**config.mk**
```make
export PLATFORM = sky130hd
export DESIGN_NAME = sb_cfg_mux_array
export DESIGN_NICKNAME = d
export VERILOG_FILES = /design/src/rtl/sb_cfg_mux_array.sv
export SDC_FILE = /design/constraint.sdc
export NUM_CORES = 1
export LEC_CHECK = 0
export CORE_UTILIZATION = 30
export DETAILED_ROUTE_END_ITERATION = 6
export GPL_ROUTABILITY_DRIVEN = 1
export GPL_TIMING_DRIVEN = 0
export HOLD_SLACK_MARGIN = 0.06
export PLACE_DENSITY = 0.59
export SLEW_MARGIN = 10
export SYNTH_ARGS = -nofsm -noshare
export SYNTH_HDL_FRONTEND = slang
export SYNTH_SLANG_ARGS = --single-unit
```
**constraint.sdc**
```tcl
create_clock -name prog_clk -period 2.3 [get_ports prog_clk]
set_input_delay 0.23 -clock prog_clk [delete_from_list [all_inputs] [get_ports prog_clk]]
set_output_delay 0.23 -clock prog_clk [all_outputs]
set_load 0.05 [all_outputs]
```
**src/rtl/sb_cfg_mux_array.sv**
```systemverilog
// Switch-block routing core: NUM_OUT binary-select muxes over in_bus, configured
// through a shadow shift register that is applied atomically on a checked commit.
module sb_cfg_mux_array #(
    parameter int NUM_IN  = 10,
    parameter int NUM_OUT = 4,
    parameter int SEL_W   = 4
) (
    input  logic               prog_clk,
    input  logic               pReset,
    input  logic               ccff_head,
    input  logic               ccff_shift_en,
    input  logic               ccff_commit,
    output logic               ccff_tail,
    output logic               cfg_valid,
    output logic               cfg_err,
    input  logic [NUM_IN-1:0]  in_bus,
    output logic [NUM_OUT-1:0] out_bus
);

    localparam int CHAIN_LEN = NUM_OUT * SEL_W + 1;
    localparam int CNT_W     = $clog2(CHAIN_LEN + 2);
    localparam int FIELD_W   = NUM_OUT * SEL_W;

    localparam logic [CNT_W-1:0] CNT_FULL = CNT_W'(CHAIN_LEN);
    localparam logic [CNT_W-1:0] CNT_OVF  = CNT_W'(CHAIN_LEN + 1);

    logic [CHAIN_LEN-1:0] shadow;
    logic [CNT_W-1:0]     count;
    logic [FIELD_W-1:0]   sel_act;
    logic                 commit_ok;

    // Bit counter stops one past a full frame so an over-long load stays detectable.
    function automatic logic [CNT_W-1:0] sat_inc(input logic [CNT_W-1:0] c);
        return (c >= CNT_OVF) ? CNT_OVF : c + CNT_W'(1);
    endfunction

    function automatic logic parity_ok(input logic [CHAIN_LEN-1:0] v);
        return ~(^v);
    endfunction

    assign commit_ok = (count == CNT_FULL) && parity_ok(shadow);
    assign ccff_tail = shadow[CHAIN_LEN-1];

    always_ff @(posedge prog_clk or posedge pReset) begin
        if (pReset) begin
            shadow    <= '0;
            count     <= '0;
            sel_act   <= '0;
            cfg_valid <= 1'b0;
            cfg_err   <= 1'b0;
        end else if (ccff_commit) begin
            // Commit takes priority over a simultaneous shift; shadow is kept.
            count <= '0;
            if (commit_ok) begin
                sel_act   <= shadow[FIELD_W-1:0];
                cfg_valid <= 1'b1;
                cfg_err   <= 1'b0;
            end else begin
                cfg_err <= 1'b1;
            end
        end else if (ccff_shift_en) begin
            shadow <= {shadow[CHAIN_LEN-2:0], ccff_head};
            count  <= sat_inc(count);
        end
    end

    // Out-of-range selects match no input and therefore drive 0.
    always_comb begin
        out_bus = '0;
        for (int j = 0; j < NUM_OUT; j++) begin
            for (int i = 0; i < NUM_IN; i++) begin
                if (cfg_valid && (sel_act[j*SEL_W +: SEL_W] == SEL_W'(i))) begin
                    out_bus[j] = in_bus[i];
                end
            end
        end
    end

endmodule

```
==> results of run 1 <==
-- where the power goes --
| group | switching (µW) | internal, µW |
|---|---|---|
| clock network | 227 | 206 |
| registers | 159 | 828 |
| logic | 273 | 540 |
-- placed cells by master, fill, tap and decap left out, types with 2 or more instances in the layout --
cell	instances
clkbuf_1	3
dfrtp_2	2
clkbuf_8	5
mux2i_1	7
o21ai_0	5
and2_1	3
o22ai_1	3
xnor3_1	2
buf_12	3
xnor2_2	2
a221oi_1	2
mux2_4	8
dfrtp_1	38
clkbuf_2	2
ha_1	3
clkdlybuf4s50_1	17
mux2_2	26
inv_1	5
nor2b_1	2
nor2_1	9
nand2_1	8
nand2b_1	4
xor2_1	2
xnor2_1	8
clkdlybuf4s15_2	2
mux4_2	6
-- logic make-up (layout without fill, tap and decap cells) --
| family | after synthesis | count (layout) | share of synthesized area |
|---|---|---|---|
| flip-flops | 40 | 40 | 0.467 |
| XOR/XNOR | 14 | 14 | 0.0736 |
| multiplexers | 48 | 48 | 0.299 |
| AO/OA/AOI/OAI | 18 | 18 | 0.0584 |
| adder cells (fa/ha/maj) | 3 | 3 | 0.0175 |
| AND/OR/NAND/NOR | 28 | 28 | 0.0613 |
| buffers and inverters | 9 | 39 | 0.0234 |
-- sequential cells by signal, indices dropped and copies added (netlist names) --
register   cells
cfg_valid      1
shadow        17
sel_act       16
cfg_err        1
count          5
-- routing by layer --
layer	global-route usage	vias up	part of all wire	wire length, µm
met2	0.179	24	0.43	1750
li1	-	645	-	-
met4	0.0364	0	0.011	44
met5	0	-	0	0
met3	0.0400	6	0.044	178
met1	0.179	630	0.51	2090
-- cell type report --
cell class	instances	area, µm²
buffer	3	27.5
clock buffer	6	72.6
clock inverter	1	5.00
fill	694	4230
inverter	6	22.5
multi-input combinational	111	1110
sequential	40	1000
tap	96	120
timing repair buffer	23	243
-- critical path: cells and delay by family (launching register included) --
kind	cells	cell delay [ns]
muxes	2	0.65
buffers and inverters	1	0.32
AOI/OAI and AO/OA	1	0.11
and+or+nand+nor	1	0.16
DFF	1	0.42
-- worst max path at each step --
| stage | start | to | slack (ns) | cells after the start |
|---|---|---|---|---|
| 2_1_floorplan | shadow[16] | sel_act[10] | 0.02 | 6 |
| 3_3_place_gp | in_bus[7] | out_bus[3] | -0.26 | 6 |
| 6_report | sel_act[8] | out_bus[2] | 0.12 | 5 |
| 3_5_place_dp | in_bus[6] | out_bus[3] | -0.26 | 6 |
| 5_1_grt | sel_act[8] | out_bus[2] | 0.02 | 5 |
| 4_1_cts | sel_act[12] | out_bus[3] | -0.04 | 5 |
-- through the flow --
step / setup slack, ns / cells / instance area [µm²]
floorplan: 0.0218 / 160 / 2160
global placement: -0.255 / 277 / 2490
detailed placement: -0.257 / 278 / 2510
CTS: -0.0395 / 286 / 2610
global route: 0.0217 / 286 / 2600
finish: 0.120 / 286 / 2600
-- what timing repair did --
| action | in CTS | in global routing |
|---|---|---|
| buffers inserted | 1 | 0 |
| endpoints found under the setup margin | 12 | 4 |
| resized for setup | 8 | 7 |
==> impl_metrics.env, run 1 <==
export IMPL_die_h_um=86.5
export IMPL_vdd_drop_max_v=0.000402
export IMPL_path_class="reg2out"
export IMPL_grt_ovfl_total=0
export IMPL_clock_latency_ns=0.29
export IMPL_cts_root_buf="clkbuf_8"
export IMPL_grt_max_degree=26
export IMPL_syn_inst=160
export IMPL_coreArea_um2=6830
export IMPL_hold_viol=0
export IMPL_layout_min_cycle_time_ns=2.18
export IMPL_gp_congestion=0.708
export IMPL_via_per_inst=4.56
export IMPL_grt_use_total=0.124
export IMPL_yosysMostFrequentCell="dfrtp_1"
export IMPL_end_kind="primary output"
export IMPL_fp_dieW_um=86.5
export IMPL_synth_flop_cell="dfrtp_1"
export IMPL_fmax_mhz=459
export IMPL_drv_cap=0
export IMPL_ys_warn_count=0
export IMPL_arrival_ns=1.95
export IMPL_cts_path_max_buffers=2
export IMPL_powerDensity_nw_per_um2=859
export IMPL_hold_slack_ns=0.230
export IMPL_io_buffers=21
export IMPL_critPathMaxFanout=4
export IMPL_maxSlewViolCount=0
export IMPL_r2r_start="shadow[15]"
export IMPL_dieArea_um2=7490
export IMPL_synth_edf_count=0
export IMPL_antenna_found_initial=0
export IMPL_min_period_over_period=0.948
export IMPL_grt_pass1_wl_mm=6.96
export IMPL_setup_viol=0
export IMPL_cts_clk_slew_worst_paths_ns=0.07
export IMPL_drt_iter0_markers=78
export IMPL_syn_area_per_cell_um2=13.4
export IMPL_dp_hpwl_mm=2.90
export IMPL_cts_buffers=5
export IMPL_start_util=0.314
export IMPL_cts_htree_levels=2
export IMPL_required_ns=2.07
export IMPL_synth_common_cells="dfrtp_1 (40), mux2_2 (26), nor2_1 (9), xnor2_1 (9)"
export IMPL_crit_chain="mux4_2, mux2i_1, o22ai_1, and2_1, clkdlybuf4s15_2"
export IMPL_drive_gt1_frac=0.316
export IMPL_vias=1305
export IMPL_synth_area_leaders="dfrtp_1 (47%), mux2_2 (14%), mux4_2 (6.3%), mux2_4 (5.6%), xnor2_1 (3.7%)"
export IMPL_slew_headroom=0.612
export IMPL_wl_per_cell_um=14.2
export IMPL_p_leak_uw=0.00110
export IMPL_yosysUniqueCellTypes=31
export IMPL_fin_skew_ns=0.00535
export IMPL_tightest_slew_ns=0.582
export IMPL_first_global_vias=1326
export IMPL_syn_to_final_growth_pct=21.3
export IMPL_row_count=30
export IMPL_total_power_uw=2230
export IMPL_postLayoutCoreUtil=0.381
export IMPL_fin_tns_setup_ns=0
export IMPL_crit_path_start_kind="register"
export IMPL_ant_nets=0
export IMPL_first_pass_iters=4
export IMPL_reg2reg_depth=6
export IMPL_route_detailed_drc=0
export IMPL_run_status="finished clean"
export IMPL_grt_setup_unrepaired="no"
export IMPL_antenna_cells=0
export IMPL_syn_cell_area_um2=2140
export IMPL_slowest_delay_ns=0.51
export IMPL_cts_sinks=40
export IMPL_cpMaxStageDelayCell="mux4_2"
export IMPL_synth_seq_area_share=0.467
export IMPL_synthArstFlopShare=1.00
export IMPL_finalWirelength_mm=4.06
export IMPL_ctsHoldBuffers=0
export IMPL_min_path_type="in2async"
export IMPL_ys_ff_latch=40
export IMPL_pin_count=22
export IMPL_syn_nets=178
export IMPL_nNetsFinal=208
export IMPL_synth_top_area_share=0.467
export IMPL_worstReg2RegEnd="sel_act[3]"
export IMPL_rrSetupSlack_ns=0.18
export IMPL_cts_tree="built"
export IMPL_yosys_area_top_type="dfrtp_1"
No activity file was read; power rests on OpenSTA's default activity.
==> inputs of run 2 (changes only) <==
Settings changed: CORE_UTILIZATION 30 to 25, PLACE_DENSITY 0.59 to 0.53, REMOVE_ABC_BUFFERS set to 1.
==> impl_metrics.env, run 2 (same netlist as run 1, synthesis figures left out) <==
export IMPL_drv_cap=0
export IMPL_rrSetupSlack_ns=0.20
export IMPL_grt_max_degree=31
export IMPL_dieArea_um2=8950
export IMPL_route_detailed_drc=0
export IMPL_grt_ovfl_total=0
export IMPL_first_pass_iters=4
export IMPL_nNetsFinal=206
export IMPL_critPathLaunch="sel_act[12]"
export IMPL_fin_skew_ns=0.00228
export IMPL_final_common_cell="dfrtp_1"
export IMPL_cts_path_max_buffers=2
export IMPL_cts_root_buf="clkbuf_8"
export IMPL_tightest_slew_ns=0.858
export IMPL_ctsHoldBuffers=0
export IMPL_via_per_inst=4.49
export IMPL_fp_dieW_um=94.6
export IMPL_design_area_um2=2580
export IMPL_drive_gt1_frac=0.314
export IMPL_ant_nets=0
export IMPL_hold_slack_ns=0.192
export IMPL_dp_hpwl_mm=2.84
export IMPL_p_switching_uw=656
export IMPL_largest_reg_flops=17
export IMPL_cts_tree="built"
export IMPL_nFillCells=851
export IMPL_powerDensity_nw_per_um2=862
export IMPL_setup_viol=0
export IMPL_first_global_vias=1328
export IMPL_reg2reg_depth=6
export IMPL_wl_per_cell_um=13.6
export IMPL_internal_power_uw=1570
export IMPL_hold_viol=0
export IMPL_crit_end="out_bus[3]"
export IMPL_finalWirelength_mm=3.99
export IMPL_antenna_cells=0
export IMPL_r2r_start="shadow[4]"
export IMPL_start_util=0.260
export IMPL_worstReg2RegEnd="sel_act[4]"
export IMPL_vias=1316
export IMPL_min_period_over_period=0.948
export IMPL_cts_htree_levels=2
export IMPL_min_path_type="in2async"
export IMPL_pwr_share_seq=0.441
export IMPL_top_register="shadow"
export IMPL_syn_to_final_growth_pct=20.3
export IMPL_gp_congestion=0.755
export IMPL_fin_tns_setup_ns=0
export IMPL_slew_headroom=0.428
export IMPL_fmax_mhz=459
export IMPL_cts_clk_slew_worst_paths_ns=0.07
export IMPL_required_ns=2.07
export IMPL_grt_pass1_wl_mm=6.89
export IMPL_die_h_um=94.6
export IMPL_arrival_ns=1.95
export IMPL_maxSlewViolCount=0
export IMPL_grt_setup_unrepaired="no"
export IMPL_p_sw_frac=0.295
export IMPL_cts_sinks=40
export IMPL_cts_buffers=5
export IMPL_postLayoutCoreUtil=0.312
export IMPL_path_class="reg2out"
export IMPL_layout_min_cycle_time_ns=2.18
export IMPL_top_regs="shadow x17, sel_act x16, count x5"
export IMPL_register_area_um2=1000
export IMPL_run_status="finished clean"
export IMPL_coreArea_um2=8260
export IMPL_placedInstanceArea_um2=2480
export IMPL_multiInputGateArea_um2=1090
export IMPL_p_leak_uw=0.00109
export IMPL_clock_latency_ns=0.28
export IMPL_drt_iter0_markers=40
export IMPL_io_buffers=21
export IMPL_critPathMaxFanout=4
export IMPL_vdd_drop_max_v=0.000453
export IMPL_crit_path_start_kind="register"
export IMPL_grt_use_total=0.104
export IMPL_row_count=33
export IMPL_final_cell_mix="dfrtp_1 (37), mux2_2 (26), clkdlybuf4s50_1 (17)"
export IMPL_combPwrFrac=0.362
export IMPL_end_kind="primary output"
export IMPL_pin_count=22
export IMPL_antenna_found_initial=0
export IMPL_clock_power_share=0.196
## run 2: per-layer routing
metal | wire [µm] | part of all wire | global-route usage | vias to the layer above
li1 | - | - | - | 640
met1 | 2110 | 0.53 | 0.146 | 651
met2 | 1690 | 0.42 | 0.148 | 20
met3 | 133 | 0.033 | 0.0338 | 5
met4 | 61 | 0.015 | 0.0379 | 0
met5 | 0 | 0 | 0 | -
## run 2: repair_timing
item,4_1_cts,5_1_grt
resized for setup,12,7
setup endpoints to repair,20,4
buffers inserted,2,0
## run 2: per-stage QoR
| step | power (µW) | setup slack (ns) | cells |
|---|---|---|---|
| 2_1_floorplan | 1650 | -1.14 | 157 |
| 3_3_place_gp | 1800 | -0.269 | 283 |
| 3_5_place_dp | 1810 | -0.293 | 284 |
| 4_1_cts | 2270 | 0.0267 | 293 |
| 5_1_grt | 2360 | 0.0327 | 293 |
| 6_report | 2220 | 0.119 | 293 |
## run 2: worst max-delay path, cell delays in order, from the launching register on
cell	delay, ns
dfrtp_2	0.42
mux4_2	0.53
mux2i_1	0.14
o22ai_1	0.09
and2_1	0.16
clkdlybuf4s15_2	0.33
## run 2: worst min path at each step
| stage | startpoint | to | cells after the start |
|---|---|---|---|
| finish | pReset | shadow[16] | 2 |
| floorplan | ccff_commit | count[1] | 1 |
| global route | pReset | shadow[16] | 2 |
| global placement | cfg_err | cfg_err | 1 |
| CTS | pReset | shadow[16] | 2 |
| detailed placement | cfg_err | cfg_err | 1 |
## run 2: power by group through the flow
stage	combinational, µW	clock, µW	sequential [µW]
2_1_floorplan	692	0	962
3_3_place_gp	808	0	997
3_5_place_dp	816	0	997
4_1_cts	820	464	984
5_1_grt	866	489	1010
6_report	805	437	982
## run 2: layout make-up
cell class / count / share of cell area
Multi-Input combinational cell: 111 / 0.424
Sequential cell: 40 / 0.390
Timing Repair Buffer: 24 / 0.0970
Tap cell: 105 / 0.0509
Clock buffer: 6 / 0.0281
Inverter: 6 / 0.00873
Clock inverter: 1 / 0.00194
